$ cat src/rtl/uart_tx_arbiter.sv
// Round-robin arbiter sharing one UART transmitter among four byte sources.
// Accepts a byte via valid/ready, pulses the transmit request, then times the frame plus guard gap.
module uart_tx_arbiter #(
  parameter int CLKS_PER_BIT = 10416,
  parameter int FRAME_BITS   = 10,
  parameter int GUARD_CYCLES = 16
) (
  input  logic        clk,
  input  logic        reset,
  input  logic [3:0]  req_valid,
  input  logic [31:0] req_data,
  output logic [3:0]  req_ready,
  output logic [7:0]  tx_data,
  output logic        tx_transmit,
  output logic        busy,
  output logic [1:0]  grant_id
);

  localparam int FRAME_CYCLES = FRAME_BITS * CLKS_PER_BIT + GUARD_CYCLES;
  localparam int CNT_W        = $clog2(FRAME_CYCLES);

  typedef enum logic [1:0] {
    IDLE = 2'd0,
    SEND = 2'd1,
    WAIT = 2'd2
  } state_t;

  state_t           state_q, state_d;
  logic [CNT_W-1:0] cnt_q, cnt_d;
  logic [7:0]       tx_data_q, tx_data_d;
  logic             tx_transmit_q, tx_transmit_d;
  logic             busy_q, busy_d;
  logic [1:0]       grant_id_q, grant_id_d;
  logic [1:0]       last_grant_q, last_grant_d;

  logic             found;
  logic [1:0]       grant_idx;
  logic [1:0]       scan_idx;

  // Scan starts just past the previous winner; reset also masks the grant.
  always_comb begin
    found     = 1'b0;
    grant_idx = 2'd0;
    scan_idx  = 2'd0;
    if (reset && state_q == IDLE) begin
      for (int k = 1; k <= 4; k++) begin
        scan_idx = last_grant_q + 2'(k);
        if (!found && req_valid[scan_idx]) begin
          found     = 1'b1;
          grant_idx = scan_idx;
        end
      end
    end
  end

  always_comb begin
    req_ready = 4'b0000;
    if (found) req_ready[grant_idx] = 1'b1;
  end

  always_comb begin
    state_d       = state_q;
    cnt_d         = cnt_q;
    tx_data_d     = tx_data_q;
    tx_transmit_d = tx_transmit_q;
    busy_d        = busy_q;
    grant_id_d    = grant_id_q;
    last_grant_d  = last_grant_q;
    unique case (state_q)
      IDLE: begin
        if (found) begin
          tx_data_d     = req_data[grant_idx*8 +: 8];
          grant_id_d    = grant_idx;
          last_grant_d  = grant_idx;
          tx_transmit_d = 1'b1;
          busy_d        = 1'b1;
          cnt_d         = '0;
          state_d       = SEND;
        end
      end
      // Transmit request is held a full bit time so the baud-sampled transmitter cannot miss it.
      SEND: begin
        cnt_d = cnt_q + 1'b1;
        if (cnt_q == CNT_W'(CLKS_PER_BIT - 1)) begin
          tx_transmit_d = 1'b0;
          state_d       = WAIT;
        end
      end
      WAIT: begin
        cnt_d = cnt_q + 1'b1;
        if (cnt_q == CNT_W'(FRAME_CYCLES - 1)) begin
          busy_d  = 1'b0;
          state_d = IDLE;
        end
      end
      default: state_d = IDLE;
    endcase
  end

  always_ff @(posedge clk) begin
    if (!reset) begin
      state_q       <= IDLE;
      cnt_q         <= '0;
      tx_data_q     <= 8'h00;
      tx_transmit_q <= 1'b0;
      busy_q        <= 1'b0;
      grant_id_q    <= 2'd0;
      last_grant_q  <= 2'd3;
    end else begin
      state_q       <= state_d;
      cnt_q         <= cnt_d;
      tx_data_q     <= tx_data_d;
      tx_transmit_q <= tx_transmit_d;
      busy_q        <= busy_d;
      grant_id_q    <= grant_id_d;
      last_grant_q  <= last_grant_d;
    end
  end

  assign tx_data     = tx_data_q;
  assign tx_transmit = tx_transmit_q;
  assign busy        = busy_q;
  assign grant_id    = grant_id_q;

endmodule

$ cat config.mk
export PLATFORM = sky130hd
export DESIGN_NAME = uart_tx_arbiter
export DESIGN_NICKNAME = d
export VERILOG_FILES = /design/src/rtl/uart_tx_arbiter.sv
export SDC_FILE = /design/constraint.sdc
export NUM_CORES = 1
export LEC_CHECK = 0
export CORE_MARGIN = 2
export CORE_UTILIZATION = 35
export CTS_CLUSTER_SIZE = 14
export DETAILED_ROUTE_END_ITERATION = 16
export PLACE_DENSITY_LB_ADDON = 0.2
export SYNTH_ARGS = -nofsm -noshare
export SYNTH_HDL_FRONTEND = slang
export SYNTH_SLANG_ARGS = --single-unit
$ cat constraint.sdc
create_clock -name clk -period 3.26 [get_ports clk]
set_clock_uncertainty 0.2 [all_clocks]
set_input_delay 0.652 -clock clk [delete_from_list [all_inputs] [get_ports clk]]
set_output_delay 0.652 -clock clk [all_outputs]
set_load 0.01 [all_outputs]
==> summary.txt, run 1 <==
Worst setup path
  – Critical path startpoint category: input port
  – Type of the worst setup path: in2out
  – Data arrival time at the worst-slack endpoint: approximately 2200 ps
  – Max FO, Critical Path: 6
  – Critical path endpoint category: output port
  – Required time worst endpoint: 2410 ps

Global routing
  – Number of global-route vias before repair: 1841
  – Pin count of the biggest net entering global routing: 17
  – GRT Total Usage: 0.172
  – Number of antenna violations at the first check in global routing: 0
  – First-pass GRT wire length: 8.49 mm
  – Global route total overflow: 0

STA
  – Time the final worst path needs with I/O delays and setup: 3010 ps
  – Count of final setup violators: 0
  – Summed negative setup slack over all endpoints: 0 ps
  – Fin. max-slew vios: 0
  – Unrepaired setup endpoints after global routing: no
  – Rel. slew slack: 0.549
  – Total count of hold-check failures in the final report: 0
  – Least-Margin Pin Slew: 671 ps
  – Smallest setup slack after layout: 249 ps
  – Worst hold slack: 255 ps
  – Maximum clock frequency: 332 MHz
  – Final clock period utilization by the worst path: 0.923

Clock tree
  – CTS H-tree lvls: 2
  – Post-cts hold buffer count: 0
  – Insertion delay to the later sink of the worst-skew pair: 280 ps
  – Clock slew seen by the registers of the worst setup and hold paths: 60 ps
  – Sinks on Clock Net: 33
  – CTS tree: yes
  – CTS buffer count: 5
  – Root Buffer: sky130_fd_sc_hd__clkbuf_8
  – Clk buf depth: 2

Floorplanning
  – Starting density of the core: 0.359
  – Die footprint: 0.00620 mm²
  – Die boundary height: 78.7 µm
  – Row Count: 27
  – Count of pins on the block boundary: 54
  – Area of the core region: 0.00544 mm²
  – Die X: 78.7 µm

Final layout
  – Most used cells in the layout excluding fill and tap cells: 48 x sky130_fd_sc_hd__clkdlybuf4s50_1, 33 x sky130_fd_sc_hd__dfxtp_1, 21 x sky130_fd_sc_hd__nand2_1, 19 x sky130_fd_sc_hd__buf_4, 18 x sky130_fd_sc_hd__nand3_1
  – Antenna fix cells: 0
  – Final nets: around 340
  – Final non-filler cell total: 368
  – Count of fill cells added during filler insertion: 536
  – Proportion of layout cells with a drive suffix above 1: 0.149
  – Most common cell after layout, fill and taps aside: sky130_fd_sc_hd__clkdlybuf4s50_1
  – Final instance area: 0.00275 mm²
  – Final design utilization: 0.506
  – Area added between synthesis and finish: 40.8%

Placement
  – Weighted congestion reported at the end of routability-driven placement: 0.813
  – Inst Count DP: 359
  – Placed cell area: 0.00265 mm²
  – Port buffer count: 53
  – Setup WS pre-CTS: -192 ps
  – Half-perimeter wire length after placement: around 3.9 mm

Synth
  – Number of synthesis warnings: 0
  – Count of distinct cell types in the synthesized netlist: 49
  – FFs w/ async S/R, synth: 0
  – Synthesized netlist cell count: roughly 230
  – Post-synthesis register bit count: 33
  – Mapped Area: 0.00195 mm²
  – Syn avg cell area: 8.61 µm²
  – Top_reg_cell synth: sky130_fd_sc_hd__dfxtp_1
  – Sequential share of the synthesized area: 0.338
  – Net count of the mapped netlist: 270
  – Number of synthesized flops with an enable pin: 0

Route
  – First-pass iteration count of the detailed router: 4
  – Vias: 1861
  – Iter 0 DRT Violations: ~120
  – Avg WL per Cell: 13.4 µm
  – Drt total wl: a little under 5 mm
  – ANT nets after route: 0
  – Remaining DRCs: 0
  – Vias per cell: 5.06

Job
  – Max-cap violation count: 0

Power and ir drop
  – Static Leakage: 1.05 nW
  – Overall Power: 1.80 mW
  – Maximum vdd drop: 0.358 mV
  – Total power per unit cell area: 655 mW/mm²

Worst hold path
  – Worst min-delay path class: reg2reg

Status
  – Run status: completed
## routing by layer
metal | vias up | wire (µm) | track usage
met5 | - | 0 | 0
met4 | 0 | 72 | 0.0579
met3 | 6 | 305 | 0.0602
met2 | 48 | 2320 | 0.289
met1 | 845 | 2230 | 0.205
li1 | 962 | - | -
## flip-flops by register name, summed over array words and instances (netlist names)
register      flops
cnt_q            17
tx_data           8
grant_id          2
last_grant_q      2
state_q           2
busy              1
tx_transmit       1
## cells in the mapped netlist (3+ instances only)
cell | number | share of area
sky130_fd_sc_hd__ha_1 | 5 | 0.032
sky130_fd_sc_hd__buf_2 | 4 | 0.010
sky130_fd_sc_hd__and3_1 | 3 | 0.0096
sky130_fd_sc_hd__nand4_1 | 6 | 0.019
sky130_fd_sc_hd__clkbuf_1 | 5 | 0.0096
sky130_fd_sc_hd__xnor2_1 | 7 | 0.031
sky130_fd_sc_hd__o21ai_1 | 8 | 0.020
sky130_fd_sc_hd__a2bb2oi_1 | 3 | 0.013
sky130_fd_sc_hd__a21boi_0 | 3 | 0.012
sky130_fd_sc_hd__nand3_1 | 18 | 0.046
sky130_fd_sc_hd__nand2b_1 | 4 | 0.013
sky130_fd_sc_hd__a221oi_1 | 3 | 0.013
sky130_fd_sc_hd__o31ai_1 | 3 | 0.012
sky130_fd_sc_hd__nor4_1 | 3 | 0.0096
sky130_fd_sc_hd__nor2_1 | 16 | 0.031
sky130_fd_sc_hd__mux2_2 | 5 | 0.029
sky130_fd_sc_hd__nand2_1 | 21 | 0.040
sky130_fd_sc_hd__nor3_1 | 7 | 0.018
sky130_fd_sc_hd__xor2_1 | 7 | 0.031
sky130_fd_sc_hd__and2_1 | 5 | 0.016
sky130_fd_sc_hd__inv_1 | 4 | 0.0077
sky130_fd_sc_hd__mux2i_1 | 14 | 0.072
sky130_fd_sc_hd__dfxtp_1 | 33 | 0.34
sky130_fd_sc_hd__o21ai_0 | 9 | 0.023
## kinds of logic (layout without fill, tap and decap cells)
kind of cell | after synthesis | after routing | share of synthesized area
flops | 33 | 33 | 0.338
compound gates | 43 | 43 | 0.153
buf+inv | 15 | 84 | 0.0391
xor+xnor | 14 | 14 | 0.0627
mux | 19 | 19 | 0.101
fa+ha+maj | 5 | 5 | 0.0320
simple gates | 98 | 98 | 0.275
## worst max-delay path: stages
cell and delay (ps):
sky130_fd_sc_hd__clkdlybuf4s50_1 480, sky130_fd_sc_hd__buf_4 150, sky130_fd_sc_hd__nand2b_1 60, sky130_fd_sc_hd__a21o_1 200, sky130_fd_sc_hd__a311oi_2 310, sky130_fd_sc_hd__dlygate4sd2_1 310
## report_power, final
group	total [mW]	switching [mW]	leakage (nW)	internal, mW
combinational	0.930	0.457	0.738	0.474
sequential	0.571	0.0692	0.270	0.502
clock	0.299	0.152	0.0439	0.147
total	1.80	0.678	1.05	1.12
## worst paths after layout
kind,start,to,slack (ps),cells past startpoint
min reg2reg,tx_data[3],tx_data[3],260,2
max,req_valid[3],req_ready[3],250,6
max reg2reg,state_q[1],cnt_q[15],1070,8
min,tx_data[3],tx_data[3],260,2
## area by class of cell
class	instances	area (µm²)	area share
repair buffers	72	667	0.242
multi-input cells	179	1230	0.448
flip-flops and latches	33	661	0.240
inverters	4	15.0	0.00546
well taps	72	90.1	0.0327
clock buffers	5	68.8	0.0250
clock inverters	3	17.5	0.00637
## repair_timing
action,in CTS,in global routing
setup buffers,1,0
pin swaps,1,1
endpoints found under the setup margin,4,2
gates resized for setup,8,5
Note: power is estimated with default switching activity, not from simulation.
==> run 2: changes to the inputs <==
- REMOVE_ABC_BUFFERS: default -> 1
==> run 2 against run 1 <==
Compared with the run above:
- final cell count grew 0.27%
- worst setup slack lost 110 ps
- critical path type unchanged
- global-route usage shrank 0.61 points
- critical endpoint is now req_ready[0]
- utilization grew 0.60 points
- via count grew 0.81%
- first-iteration DRC count shrank 38%
- non-clock buffer count grew 1
- sequential cell count is the same
- die area is the same
- largest power group unchanged
- hold slack is essentially flat
- count of clock-buffer cells in the layout grew 2
==> summary.txt, run 2 (synthesis results as in run 1) <==
Power and ir drop
  – Total power per unit cell area: 683 mW/mm² (+4.4%)
  – Maximum vdd drop: 0.320 mV (-11%)
  – Net Sw Power: 0.674 mW (-0.62%)
  – Internal Pwr Total: 1.23 mW (+9.3%)
  – Logic gate share of total power: 0.490 (-0.026)
  – Overall Power: 1.90 mW (+5.6%)
  – Sw Share: 0.354 (-0.0221)
  – Sequential share of power: 0.301 (-0.016)
  – Static Leakage: 1.08 nW (+2.2%)
  – Clock share of power: 0.210 (+0.044)

Worst setup path
  – Worst path buffer plus inverter count: 3 (unchanged)
  – Critical path startpoint category: input port
  – Crit path capture: req_ready[0]
  – Slowest cell on crit path: sky130_fd_sc_hd__or4_1
  – Source of the critical timing path: req_valid[3]
  – Critical register-to-register path startpoint: cnt_q[0]
  – Cell family contributing the most delay on the critical path: buffers and inverters
  – Critical path endpoint category: output port
  – Max FO, Critical Path: 6 (unchanged)
  – Required time worst endpoint: 2410 ps (about the same)
  – Flop-to-flop setup slack: 1050 ps (-20 ps)
  – Crit path cell chain: clkdlybuf4s50_1, buf_4, or4_1, nand2_1, nor3_1, dlygate4sd2_1
  – Terminus of the critical flop-to-flop path: state_q[0]
  – Type of the worst setup path: in2out
  – Number of cells on the worst reg-to-reg path: 6 (-2)
  – Levels on crit path: 6 (unchanged)
  – Data arrival time at the worst-slack endpoint: 2270 ps (+110 ps)
  – Largest incremental delay on the critical path: 550 ps (+70 ps)

Status
  – Run status: completed

Floorplanning
  – Die boundary height: 78.7 µm (unchanged)
  – Area of the core region: 0.00544 mm² (unchanged)
  – Die X: 78.7 µm (unchanged)
  – Row Count: 27 (unchanged)
  – Die footprint: 0.00620 mm² (unchanged)
  – Starting density of the core: 0.359 (unchanged)
  – Count of pins on the block boundary: 54 (unchanged)

STA
  – Maximum clock frequency: 321 MHz (-3.5%)
  – Rel. slew slack: 0.647 (+0.0982)
  – Least-Margin Pin Slew: 525 ps (-146 ps)
  – Time the final worst path needs with I/O delays and setup: 3120 ps (+108 ps)
  – Final clock period utilization by the worst path: 0.957 (+0.0330)
  – Smallest setup slack after layout: 142 ps (-108 ps)
  – Fin. max-slew vios: 0 (unchanged)
  – Total count of hold-check failures in the final report: 0 (unchanged)
  – Summed negative setup slack over all endpoints: 0 ps (unchanged)
  – Count of final setup violators: 0 (unchanged)
  – Unrepaired setup endpoints after global routing: no

Worst hold path
  – Instance count along the most critical hold path: 2 (unchanged)
  – Worst min-delay path class: reg2reg

Clock tree
  – Insertion delay to the later sink of the worst-skew pair: 290 ps (about the same)
  – CTS tree: yes
  – Post-cts hold buffer count: 0 (unchanged)
  – Clk buf depth: 2 (unchanged)
  – Clock slew seen by the registers of the worst setup and hold paths: 70 ps (about the same)
  – Root Buffer: sky130_fd_sc_hd__clkbuf_8
  – Sinks on Clock Net: 33 (unchanged)
  – CTS H-tree lvls: 2 (unchanged)
  – CTS buffer count: 5 (unchanged)

Route
  – Remaining DRCs: 0 (unchanged)
  – Vias: 1876 (+0.81%)
  – Drt total wl: 4.84 mm (-1.8%)
  – Vias per cell: 5.08 (+0.53%)
  – Avg WL per Cell: 13.1 µm (-2.1%)
  – ANT nets after route: 0 (unchanged)
  – First-pass iteration count of the detailed router: 4 (unchanged)
  – Iter 0 DRT Violations: 72 (-38%)

Final layout
  – Reg with most FFs: cnt_q
  – Final non-filler cell total: 369 (+0.27%)
  – Most used cells in the layout excluding fill and tap cells: 48 x sky130_fd_sc_hd__clkdlybuf4s50_1, 33 x sky130_fd_sc_hd__dfxtp_1, 21 x sky130_fd_sc_hd__nand2_1, 20 x sky130_fd_sc_hd__buf_4, 18 x sky130_fd_sc_hd__nand3_1
  – Proportion of layout cells with a drive suffix above 1: 0.141 (-0.00723)
  – Most common cell after layout, fill and taps aside: sky130_fd_sc_hd__clkdlybuf4s50_1
  – Antenna fix cells: 0 (unchanged)
  – Max FFs per register: 17 (unchanged)
  – Final design utilization: 0.512 (+0.00598)
  – Final nets: 339 (+0.30%)
  – Area added between synthesis and finish: 42.4%

Placement
  – Port buffer count: 53 (unchanged)
  – Half-perimeter wire length after placement: 3.80 mm (-1.9%)
  – Setup WS pre-CTS: -213 ps (-20.9 ps)
  – Weighted congestion reported at the end of routability-driven placement: 0.888 (+9.1%)
  – Inst Count DP: 360 (+0.28%)

Global routing
  – Pin count of the biggest net entering global routing: 16 (-1)
  – Number of global-route vias before repair: 1782 (-3.2%)
  – Global route total overflow: 0 (unchanged)
  – GRT Total Usage: 0.166 (-0.00608)
  – Number of antenna violations at the first check in global routing: 0 (unchanged)
  – First-pass GRT wire length: 8.11 mm (-4.4%)

Job
  – Max-cap violation count: 0 (unchanged)
## run 2: cell type report
| type | count | area (µm²) |
|---|---|---|
| Sequential cell | 33 | 661 |
| Multi-Input combinational cell | 179 | 1220 |
| Fill cell | 527 | 2660 |
| Timing Repair Buffer | 73 | 678 |
| Clock inverter | 1 | 30.0 |
| Clock buffer | 7 | 86.3 |
| Tap cell | 72 | 90.1 |
| Inverter | 4 | 15.0 |
## run 2: stage by stage
stage / hold WS [ps] / area (µm²)
floorplan: 252 / 1890
global placement: 244 / 2660
detailed placement: 251 / 2660
CTS: 260 / 2780
global route: 288 / 2780
finish: 255 / 2780
## run 2: worst min-delay path by stage
stage / start / end / slack (ps)
6_report: tx_data[5] / tx_data[5] / 250
5_1_grt: tx_data[0] / tx_data[0] / 290
4_1_cts: tx_data[5] / tx_data[5] / 260
3_5_place_dp: tx_data[5] / tx_data[5] / 250
3_3_place_gp: tx_data[5] / tx_data[5] / 240
2_1_floorplan: state_q[0] / state_q[0] / 250
## run 2: layer usage
layer  up-vias  share of wire  GRT usage  wire [µm]
met5         -              0          0          0
met2        51           0.42      0.248       2050
met1       854           0.48      0.216       2320
li1        962              -          -          -
met4         0          0.017     0.0544         81
met3         9          0.079     0.0705        380
## run 2: power by group through the flow
stage | Sequential, mW | Clock [mW] | Combinational [mW]
after floorplan | 0.597 | 0 | 0.490
after global placement | 0.577 | 0 | 0.935
after detailed placement | 0.577 | 0 | 0.940
after CTS | 0.572 | 0.415 | 0.946
after global routing | 0.588 | 0.434 | 1.03
final | 0.572 | 0.399 | 0.932
## run 2: worst register-to-register path: cells and delay by family (launching register included)
family	cells	cell delay [ps]
adders and majority gates	1	240
and+or+nand+nor	3	920
DFF	1	400
AOI/OAI and AO/OA	1	210
muxes	1	190
## run 2: repair_timing
action                     4_1_cts  5_1_grt
gates cloned                     0        0
setup buffers                    1        0
setup endpoints to repair        4        2
resized for setup                6        3
pin swaps                        1        0
==> run 3: changes to the inputs <==
- CORE_UTILIZATION: 35 -> 50
- clock period: 3.26 -> 3.9 ns (I/O delays scaled with it)
==> run 3 against run 2 <==
Compared with the run above:
- first-iteration DRC count grew 110%
- worst setup slack got worse by 88 ps
- count of clock-buffer cells in the layout unchanged
- clock power is 34% lower
- critical path depth is 1 lower
- final cell count down 9.5%
- utilization is 20 points higher
- critical path type unchanged
- highest routed layer unchanged
==> summary.txt, run 3 (synthesis results as in run 1) <==
Status
  – Run status: completed

Global routing
  – Global route total overflow: 0 (unchanged)
  – Pin count of the biggest net entering global routing: 16 (unchanged)
  – Number of global-route vias before repair: 1680 (-5.7%)
  – First-pass GRT wire length: 7.91 mm (-2.5%)
  – Number of antenna violations at the first check in global routing: 0 (unchanged)
  – GRT Total Usage: 0.241 (+0.0748)

Worst setup path
  – Critical path endpoint category: output port
  – Terminus of the critical flop-to-flop path: cnt_q[15]
  – Data arrival time at the worst-slack endpoint: 2870 ps (+600 ps)
  – Type of the worst setup path: in2out
  – Crit path cell chain: clkdlybuf4s50_1, o21ai_1, o221ai_1, a311oi_1, clkdlybuf4s50_1
  – CP most frequent cell: sky130_fd_sc_hd__clkdlybuf4s50_1
  – Required time worst endpoint: 2920 ps (+510 ps)
  – Worst path buffer plus inverter count: 2 (-1)
  – Critical path startpoint category: input port
  – Cell family contributing the most delay on the critical path: buffers and inverters
  – Number of cells on the worst reg-to-reg path: 7 (+1)
  – Critical register-to-register path startpoint: state_q[0]
  – Flop-to-flop setup slack: 1630 ps (+580 ps)
  – Max FO, Critical Path: 8 (+2)
  – Largest incremental delay on the critical path: 610 ps (+60 ps)
  – Slowest cell on crit path: sky130_fd_sc_hd__clkdlybuf4s50_1

Route
  – Remaining DRCs: 0 (unchanged)
  – Drt total wl: 4.97 mm (+2.8%)
  – Iter 0 DRT Violations: 148 (+110%)
  – Vias per cell: 5.68 (+12%)
  – ANT nets after route: 0 (unchanged)
  – Vias: 1898 (+1.2%)
  – First-pass iteration count of the detailed router: 4 (unchanged)
  – Avg WL per Cell: 14.9 µm (+14%)

Final layout
  – Final non-filler cell total: 334 (-9.5%)
  – Antenna fix cells: 0 (unchanged)
  – Max FFs per register: 17 (unchanged)
  – Most used cells in the layout excluding fill and tap cells: 52 x sky130_fd_sc_hd__clkdlybuf4s50_1, 33 x sky130_fd_sc_hd__dfxtp_1, 21 x sky130_fd_sc_hd__nand2_1, 17 x sky130_fd_sc_hd__nand3_1, 16 x sky130_fd_sc_hd__nor2_1
  – Proportion of layout cells with a drive suffix above 1: 0.105 (-0.0365)
  – Final nets: 329 (-2.9%)
  – Area added between synthesis and finish: 35.7%
  – Most common cell after layout, fill and taps aside: sky130_fd_sc_hd__clkdlybuf4s50_1
  – Reg with most FFs: cnt_q

Power and ir drop
  – Maximum vdd drop: 0.325 mV (+1.6%)
  – Clock share of power: 0.176 (-0.034)
  – Internal Pwr Total: 0.932 mW (-24%)
  – Logic gate share of total power: 0.505 (+0.015)
  – Net Sw Power: 0.559 mW (-17%)
  – Sequential share of power: 0.319 (+0.018)
  – Total power per unit cell area: 562 mW/mm² (-18%)
  – Overall Power: 1.49 mW (-22%)
  – Sw Share: 0.375 (+0.0207)
  – Static Leakage: 1.00 nW (-6.9%)

STA
  – Least-Margin Pin Slew: 1060 ps (+539 ps)
  – Maximum clock frequency: ~260 MHz
  – Unrepaired setup endpoints after global routing: yes
  – Fin. max-slew vios: 0 (unchanged)
  – Rel. slew slack: 0.286 (-0.361)
  – Total count of hold-check failures in the final report: 0 (unchanged)
  – Time the final worst path needs with I/O delays and setup: 3850 ps
  – Summed negative setup slack over all endpoints: 0 ps (unchanged)
  – Final clock period utilization by the worst path: 0.986
  – Count of final setup violators: 0 (unchanged)

Floorplanning
  – Die footprint: 0.00442 mm² (-29%)
  – Die boundary height: 66.5 µm (-16%)
  – Area of the core region: 0.00372 mm² (-32%)
  – Count of pins on the block boundary: 54 (unchanged)
  – Row Count: 22 (-19%)
  – Die X: 66.5 µm (-16%)
  – Starting density of the core: 0.526 (+0.167)

Clock tree
  – Insertion delay to the later sink of the worst-skew pair: 290 ps (about the same)
  – Clk buf depth: 2 (unchanged)
  – Clock slew seen by the registers of the worst setup and hold paths: 60 ps (about the same)
  – CTS H-tree lvls: 2 (unchanged)
  – Sinks on Clock Net: 33 (unchanged)
  – Root Buffer: sky130_fd_sc_hd__clkbuf_8
  – CTS buffer count: 5 (unchanged)
  – CTS tree: yes

Job
  – Max-cap violation count: 0 (unchanged)

Worst hold path
  – Hold EP: tx_data[7]
  – Instance count along the most critical hold path: 2 (unchanged)
  – Beginning of the worst hold path: tx_data[7]
  – Worst min-delay path class: reg2reg

Placement
  – Half-perimeter wire length after placement: 3.69 mm (-3.0%)
  – Weighted congestion reported at the end of routability-driven placement: 0.890 (+0.27%)
  – Port buffer count: 53 (unchanged)
  – Inst Count DP: 327 (-9.2%)
## run 3: cell count changes in the layout (fill, tap and decap cells not counted)
cell / previous run / this run
sky130_fd_sc_hd__dlygate4sd2_1: 4 / 0
sky130_fd_sc_hd__nand3_1: 18 / 17
sky130_fd_sc_hd__nor2b_2: 1 / 0
sky130_fd_sc_hd__o21ai_2: 1 / 0
sky130_fd_sc_hd__bufinv_16: 1 / 0
sky130_fd_sc_hd__o21ai_1: 9 / 10
sky130_fd_sc_hd__buf_4: 20 / 10
sky130_fd_sc_hd__nor2b_1: 1 / 2
sky130_fd_sc_hd__nand3_2: 0 / 1
sky130_fd_sc_hd__clkdlybuf4s50_1: 48 / 52
## run 3: final cells by class
| cell class | count | area (µm²) |
|---|---|---|
| clock buffers | 7 | 86.3 |
| fillers | 308 | 1060 |
| inverters | 4 | 15.0 |
| multi-input cells | 179 | 1220 |
| flip-flops and latches | 33 | 661 |
| well taps | 48 | 60.1 |
| repair buffers | 63 | 608 |
## run 3: timing repair
item / 4_1_cts / 5_1_grt
hold buffers: 0 / 0
hold endpoints to repair: 0 / 0
setup endpoints to repair: 0 / 3
gates resized for setup: 0 / 4
setup buffers: 0 / 0
## run 3: layer usage
| metal | vias to the layer above | track usage | wire length [µm] |
|---|---|---|---|
| met2 | 55 | 0.376 | 2400 |
| li1 | 948 | - | - |
| met5 | - | 0 | 0 |
| met4 | 0 | 0.0995 | 91 |
| met3 | 10 | 0.0574 | 287 |
| met1 | 885 | 0.318 | 2190 |
## run 3: worst reg2reg max path: stages (launching register included)
cell                      delay, ps
sky130_fd_sc_hd__dfxtp_1        330
sky130_fd_sc_hd__inv_1          100
sky130_fd_sc_hd__ha_1           310
sky130_fd_sc_hd__nand2_1        220
sky130_fd_sc_hd__o21ai_1        520
sky130_fd_sc_hd__nand4_1        200
sky130_fd_sc_hd__xor2_1         170
sky130_fd_sc_hd__nor2_1          60
## run 3: worst max-delay path by stage
stage | from | endpoint | slack [ps] | cells past startpoint
4_1_cts | req_valid[1] | req_ready[3] | 20 | 5
6_report | req_valid[1] | req_ready[3] | 50 | 5
3_3_place_gp | req_valid[1] | req_ready[3] | 170 | 5
3_5_place_dp | req_valid[1] | req_ready[3] | 120 | 5
5_1_grt | req_valid[1] | req_ready[2] | 20 | 5
2_1_floorplan | req_valid[3] | req_ready[0] | 1040 | 4
## run 3: power by group through the flow
| stage | Clock (mW) | Sequential, mW | Combinational, mW |
|---|---|---|---|
| final | 0.262 | 0.475 | 0.753 |
| after global routing | 0.282 | 0.485 | 0.826 |
| after CTS | 0.267 | 0.475 | 0.751 |
| after detailed placement | 0 | 0.482 | 0.741 |
| after global placement | 0 | 0.478 | 0.740 |
| after floorplan | 0 | 0.499 | 0.409 |
## run 3: metrics by stage
stage,util,hold WS (ps),instance area [µm²],setup WS [ps]
3_5_place_dp,0.689,252,2560,120
5_1_grt,0.714,289,2650,18.9
3_3_place_gp,0.689,243,2560,169
6_report,0.714,261,2650,54.2
4_1_cts,0.712,261,2650,23.6
2_1_floorplan,-,252,1890,1040
